**src/rtl/mul_ctrl.sv**
```systemverilog
// Sequencer around an external sign-magnitude multiplier: launches it, waits for the product, loads rA/rX.
// Optional build macro MUL_SKIP_ZERO_EN short-circuits zero operands straight to a signed-zero result.

// state    | meaning
// ---------+-----------------------------------------------------------
// S_IDLE   | waiting for req; operands captured on acceptance
// S_LAUNCH | mul_start high for this single cycle
// S_FEED   | multiplier samples mul_in2 this cycle
// S_WAIT   | waiting for mul_stop, down-counter guards against a hang
// S_DONE   | done high for this single cycle
module mul_ctrl (
    input  logic        clk,
    input  logic        rst_n,
    input  logic        req,
    input  logic [30:0] opa,
    input  logic [30:0] opb,
    output logic        mul_start,
    output logic [30:0] mul_in1,
    output logic [30:0] mul_in2,
    input  logic [59:0] mul_out,
    input  logic        mul_stop,
    input  logic        mul_sign,
    output logic [30:0] ra,
    output logic [30:0] rx,
    output logic        busy,
    output logic        done,
    output logic        err
);

    typedef enum logic [2:0] {
        S_IDLE,
        S_LAUNCH,
        S_FEED,
        S_WAIT,
        S_DONE
    } state_t;

    // Loaded on WAIT entry; terminal count 0 is reached on the 12th WAIT cycle.
    localparam logic [3:0] WAIT_LOAD = 4'd11;

    state_t      state;
    logic [30:0] opa_q;
    logic [30:0] opb_q;
    logic [3:0]  wait_cnt;
    logic        zero_op;

`ifdef MUL_SKIP_ZERO_EN
    assign zero_op = (opa[29:0] == 30'd0) || (opb[29:0] == 30'd0);
`else
    assign zero_op = 1'b0;
`endif

    assign mul_in1 = opa_q;
    assign mul_in2 = opb_q;

    always_ff @(posedge clk or negedge rst_n) begin
        if (!rst_n) begin
            state     <= S_IDLE;
            opa_q     <= '0;
            opb_q     <= '0;
            wait_cnt  <= '0;
            mul_start <= 1'b0;
            done      <= 1'b0;
            busy      <= 1'b0;
            err       <= 1'b0;
            ra        <= '0;
            rx        <= '0;
        end else begin
            mul_start <= 1'b0;
            done      <= 1'b0;
            case (state)
                S_IDLE: begin
                    if (req) begin
                        opa_q <= opa;
                        opb_q <= opb;
                        err   <= 1'b0;
                        busy  <= 1'b1;
                        if (zero_op) begin
                            ra    <= {opa[30] ^ opb[30], 30'd0};
                            rx    <= {opa[30] ^ opb[30], 30'd0};
                            done  <= 1'b1;
                            state <= S_DONE;
                        end else begin
                            mul_start <= 1'b1;
                            state     <= S_LAUNCH;
                        end
                    end
                end
                S_LAUNCH: begin
                    state <= S_FEED;
                end
                S_FEED: begin
                    wait_cnt <= WAIT_LOAD;
                    state    <= S_WAIT;
                end
                S_WAIT: begin
                    // A product arriving on the timeout cycle still counts as success.
                    if (mul_stop) begin
                        ra    <= {mul_sign, mul_out[59:30]};
                        rx    <= {mul_sign, mul_out[29:0]};
                        done  <= 1'b1;
                        state <= S_DONE;
                    end else if (wait_cnt == 4'd0) begin
                        err   <= 1'b1;
                        done  <= 1'b1;
                        state <= S_DONE;
                    end else begin
                        wait_cnt <= wait_cnt - 4'd1;
                    end
                end
                S_DONE: begin
                    busy  <= 1'b0;
                    state <= S_IDLE;
                end
                default: begin
                    busy  <= 1'b0;
                    state <= S_IDLE;
                end
            endcase
        end
    end

endmodule

```
**config.mk**
```make
export PLATFORM = sky130hd
export DESIGN_NAME = mul_ctrl
export DESIGN_NICKNAME = d
export VERILOG_FILES = /design/src/rtl/mul_ctrl.sv
export SDC_FILE = /design/constraint.sdc
export NUM_CORES = 1
export LEC_CHECK = 0
export BUFFER_PORTS_ARGS = -buffer_cell sky130_fd_sc_hd__buf_2
export CAP_MARGIN = 5
export CORE_ASPECT_RATIO = 1.5
export CORE_MARGIN = 1.5
export CORE_UTILIZATION = 42
export DETAILED_ROUTE_END_ITERATION = 8
export HOLD_SLACK_MARGIN = 0.02
export PLACE_DENSITY = 0.82
export SKIP_LAST_GASP = 1
export SYNTH_ARGS = -nofsm -noshare
export SYNTH_HDL_FRONTEND = slang
export SYNTH_SLANG_ARGS = --single-unit
```
**constraint.sdc**
```tcl
create_clock -name clk -period 1.5 [get_ports clk]
set_clock_uncertainty 0.05 [all_clocks]
set_input_delay 0.45 -clock clk [delete_from_list [all_inputs] [get_ports clk]]
set_output_delay 0.45 -clock clk [all_outputs]
set_load 0.02 [all_outputs]
```
Word level (Yosys, flattened, before mapping)
Index checks and enable logic that the tools add are counted.

Register bits after elaboration: 135. Bits of input ports: 127. Output and inout port bits: 128. Word-level logic and storage cells: 49.

$add $sub $neg: 1. Equality and inequality tests: 8. Mux-type cells: 18. Bitwise logic cells: 1. Reduce and logical (&&, ||, !) cells: 11.

Operator list (number): case mux 3 bit (4 select lines) (1); 2-to-1 mux 1 bit (9); 2-to-1 mux 3 bit (3); 2-to-1 mux 4 bit (2); != test 2 bit (second input constant) (4); case mux 4 bit (2 select lines) (1); AND reduction 2 bit (4); == test 3 x 2 -> 1 bit (second input constant) (2); logical NOT 4 bit (1); case mux 1 bit (2 select lines) (2); AND reduction 4 bit (1); nonzero test 2 bit (2); subtractor 4 x 1 -> 4 bit (second input constant) (1); == test 3 x 1 -> 1 bit (second input constant) (1); logical NOT 3 bit (1); != test 3 bit (second input constant) (1); AND reduction 3 bit (1); OR reduction 3 bit (1); inverter 1 bit (1).

Depth between registers and ports, before layout
Depth in word-level cells: 4. Mapped depth: 5. Mapped depth without buffers: 5.

Least setup slack after synthesis
No wires, ideal clock.

Path kind: register -> register. Start: reg state[0]. End: reg opa_q[0] (netlist: mul_in1[0]). Setup time: 0.125 ns. Data arrival time: 1.393 ns. Data required time: 1.325 ns. Slack: -0.068 ns. Cell stages (with the launch flop): 6. Path buffers: 3. Period minus slack after synthesis: 1.568 ns. Cell sequence: dfrtp_1 -> buf_6 -> nor4b_4 -> buf_6 -> buf_12 -> mux2_4.

Cells in the longest elaborated chain, start to end: 2.

Ends and longest elaborated chain: from (decl) (RTL line 41) `state_t state;`; from (signal assigned) (RTL line 58) `state <= S_IDLE;`; from (signal assigned) (RTL line 82) `state <= S_DONE;`; from (signal assigned) (RTL line 85) `state <= S_LAUNCH;`; logical NOT 3 bit (RTL line 71) `case (state)`; AND reduction 2 bit (no source line); to (signal assigned) (RTL line 74) `opa_q <= opa;`; to (decl) (RTL line 42) `logic [30:0] opa_q;`.

No other way between the ends. A chain may end at the register's enable or synchronous reset.

Worst setup path after layout
Start: reg state[1]. End: reg opa_q[7] (netlist: mul_in1[7]).

Same word-level chain as after synthesis.

==> impl_metrics.sql <==
INSERT INTO impl_metrics (metric_group, metric, value, unit) VALUES
('sta', 'worst-slew-pin-transition', '0.3528', 'ns'),
('clock_tree', 'insertion_delay', '0.40', 'ns'),
('floorplanning', 'die_height', '142.3', 'µm'),
('setup_path', 'crit_end_element', 'flop', ''),
('sta', 'worst_hold_slack', '0.2255', 'ns'),
('synthesis', 'synthesized_netlist_net_count', '442', ''),
('place', 'gpl.final_weighted_congestion', '0.7568', ''),
('floorplanning', 'fp.dieW', '95.87', 'µm'),
('synthesis', 'syn_area', '5434', 'µm²'),
('layout', 'syn_to_final_growth', '47.57', '%'),
('power', 'cellPowerDensity', '2514', 'nW/µm²'),
('place', 'postPlaceCellArea', '7020', 'µm²'),
('hold_path', 'timing.hold.worst.start', 'opa[20]', ''),
('hold_path', 'holdPathEnd', 'mul_in1[20]', ''),
('hold_path', 'cell_count_of_the_worst_hold_path', '2', ''),
('clock_tree', 'ctsHtreeMaxLevel', '4', ''),
('clock_tree', 'clock_sinks', '134', ''),
('sta', 'timing.setup.tns', '-9.910', 'ns'),
('setup_path', 'max_stage_delay', '0.45', 'ns'),
('floorplanning', 'start_util', '0.4321', ''),
('global_routing', 'first_global_vias', '4234', ''),
('setup_path', 'timing.setup.critical_path_class', 'reg -> reg', ''),
('sta', 'final.setup.worst_slack', '-0.1623', 'ns'),
('setup_path', 'r2r_start', 'state[1]', ''),
('routing', 'wire_per_inst', '17.65', 'µm'),
('sta', 'finalSetupViolations', '101', ''),
('synthesis', 'synth.lib_cells_used.distinct', '30', ''),
('place', 'number_of_i_o_port_buffers', '254', ''),
('synthesis', 'postSynthCellCount', '314', ''),
('routing', 'postRouteAntennaNets', '0', ''),
('floorplanning', 'floorplan.io_pins', '255', ''),
('power', 'power.static_leakage', '4.076', 'nW'),
('routing', 'detailedRoute.firstIterationViolations', '53', ''),
('synthesis', 'syn_area_per_cell', '17.31', 'µm²'),
('setup_path', 'worst_r2r_endpoint', 'mul_in1[7]', ''),
('synthesis', 'yosys_register_bits', '134', ''),
('global_routing', 'grt_start_max_net_pins', '67', ''),
('power', 'power.ir.vdd_worst', '1156', 'µV'),
('place', 'dp_hpwl', '10120', 'µm'),
('clock_tree', 'clock_pin_transition_on_the_worst_setup_and_hold_timing_paths', '0.06', 'ns'),
('global_routing', 'grt_antenna_before_repair', '0', ''),
('layout', 'nets', '749', ''),
('routing', 'via_per_inst', '4.911', ''),
('setup_path', 'reg2reg_depth', '4', ''),
('layout', 'final.fill_count', '934', ''),
('floorplanning', 'core_area', '12570', 'µm²'),
('setup_path', 'cp_data_arrival_time', '1.89', 'ns'),
('outcome', 'failing_checks', 'setup timing', ''),
('setup_path', 'crit_cells', '4', ''),
('sta', 'grt_setup_unrepaired', 'true', ''),
('layout', 'final_layout_size_suffix_gt1_frac', '0.7453', ''),
('hold_path', 'timing.hold.worst.class', 'in -> reg', ''),
('global_routing', 'gr-usage-all-layers', '0.2044', ''),
('clock_tree', 'cts_root_buffer', 'sky130_fd_sc_hd__clkbuf_16', ''),
('flow_run', 'maxCapViolations', '0', ''),
('sta', 'timing.final.crit_period', '1.662', 'ns'),
('setup_path', 'worst_path_cell_trace', 'nor4b_4 > buf_12 > buf_4 > mux2_4', ''),
('sta', 'hold_viol_final', '0', ''),
('setup_path', 'critical_path.max_fanout', '23', ''),
('clock_tree', 'cts-buffers-inserted', '17', ''),
('setup_path', 'critical_path_required', '1.73', 'ns'),
('floorplanning', 'die-area', '13640', 'µm²'),
('synthesis', 'yosysSeqAreaShare', '0.6171', ''),
('sta', 'fmax', '0.6016', 'GHz'),
('outcome', 'status', 'finished with violations', ''),
('setup_path', 'worst_setup_path_start_kind', 'flop', ''),
('setup_path', 'timing.critical_path.max_delay_family', 'flip-flops', ''),
('layout', 'num_antenna_cells', '0', ''),
('sta', 'layout_worst_path_cycle_share', '1.108', ''),
('setup_path', 'critPathSlowestCell', 'sky130_fd_sc_hd__dfrtp_2', ''),
('routing', 'dr.pass1.iters', '4', '');
cells by family after synthesis:
| family | after synthesis | synth area share |
|---|---|---|
| AO/OA/AOI/OAI | 10 | 0.01381 |
| adder cells (fa/ha/maj) | 1 | 0.002302 |
| buffers and inverters | 22 | 0.04122 |
| flip-flops | 134 | 0.6171 |
| multiplexers | 123 | 0.2950 |
| AND/OR/NAND/NOR | 24 | 0.03062 |
report_power, final:
group          switching [mW]  internal, mW  leakage [nW]
Combinational            4.58          4.43          2.17
Clock                    1.50          3.15         0.318
Sequential               1.06          5.45          1.59
routing by layer:
| metal | global-route usage | vias to the layer above | routed length (µm) |
|---|---|---|---|
| li1 | - | 1723 | - |
| met1 | 0.1997 | 1950 | 4754 |
| met2 | 0.3884 | 165 | 8100 |
| met3 | 0.05182 | 32 | 665 |
| met4 | 0.09133 | 0 | 387 |
| met5 | 0 | - | 0 |
sequential cells by signal (all words and copies together), names as in the netlist:
register and cells:
err 1, rx 30, done 1, mul_start 1, mul_in2 31, state 3
busy 1, wait_cnt 4, ra 31, mul_in1 31
placed cells by master, fill, tap and decap left out, types with 2 or more instances in the layout:
cell type                    count
sky130_fd_sc_hd__a211oi_2        2
sky130_fd_sc_hd__buf_12          7
sky130_fd_sc_hd__buf_16          2
sky130_fd_sc_hd__buf_2         248
sky130_fd_sc_hd__buf_4          35
sky130_fd_sc_hd__buf_6          11
sky130_fd_sc_hd__bufinv_16       6
sky130_fd_sc_hd__clkbuf_16      17
sky130_fd_sc_hd__clkinv_4        2
sky130_fd_sc_hd__clkinvlp_4      2
sky130_fd_sc_hd__dfrtp_1       133
sky130_fd_sc_hd__inv_1           3
sky130_fd_sc_hd__inv_2           2
sky130_fd_sc_hd__mux2_2         61
sky130_fd_sc_hd__mux2_4         62
sky130_fd_sc_hd__nand3b_1        2
sky130_fd_sc_hd__nand4b_4        2
sky130_fd_sc_hd__nor2_1          9
sky130_fd_sc_hd__nor2b_1         2
worst max-delay path by stage:
stage,slack [ns],endpoint,from
after CTS,-0.15,mul_in1[7],state[1]
after floorplan,-0.07,mul_in1[0],state[1]
final,-0.16,mul_in1[7],state[1]
after global placement,-0.16,mul_in1[5],req
after global routing,-0.19,mul_in2[11],state[1]
after detailed placement,-0.21,mul_in2[8],req
worst reg2reg max path: stages (launching register included):
cell	delay, ns
sky130_fd_sc_hd__dfrtp_2	0.45
sky130_fd_sc_hd__nor4b_4	0.32
sky130_fd_sc_hd__buf_12	0.22
sky130_fd_sc_hd__buf_4	0.20
sky130_fd_sc_hd__mux2_4	0.30
metrics by stage:
stage               worst slack, ns  total power, mW  cells
detailed placement          -0.2062            14.90    741
CTS                         -0.1513            20.04    780
floorplan                  -0.06599            11.97    314
global placement            -0.1626            14.49    741
global route                -0.1939            21.17    788
finish                      -0.1623            20.16    788
what timing repair did:
action / in CTS / in global routing
endpoints found under the hold margin: 7 / 0
setup buffers: 4 / 12
resized for setup: 18 / 22
endpoints found under the setup margin: 121 / 138
gates cloned: 4 / 0
hold buffers: 1 / 0
layout make-up:
| cell class | count | area (µm²) | share of cell area |
|---|---|---|---|
| clock buffer | 18 | 439.2 | 0.05477 |
| clock inverter | 12 | 226.5 | 0.02824 |
| inverter | 5 | 18.77 | 0.002340 |
| multi-input combinational | 159 | 1952 | 0.2434 |
| sequential | 134 | 3354 | 0.4183 |
| tap | 156 | 195.2 | 0.02434 |
| timing repair buffer | 304 | 1833 | 0.2286 |
cells in the mapped netlist (all sizes together):
library cell	instances	area, µm²
a211oi	2	15.01
a21oi	1	5.000
and4	1	8.760
buf	17	205.2
dfrtp	134	3353
ha	1	12.51
inv	5	18.77
mux2	123	1603
nand2	1	3.750
nand3b	2	15.01
nand4b	1	23.77
nor2	10	37.54
nor2b	2	12.51
nor3	2	10.01
nor3b	1	7.510
nor4	1	6.260
nor4b	2	32.53
o21a	1	7.510
o21ai	1	5.000
o22ai	1	6.260
o2bb2ai	1	8.760
o31a	1	8.760
o32a	1	10.01
o32ai	1	8.760
or3b	1	8.760
No activity file was read; power rests on OpenSTA's default activity.
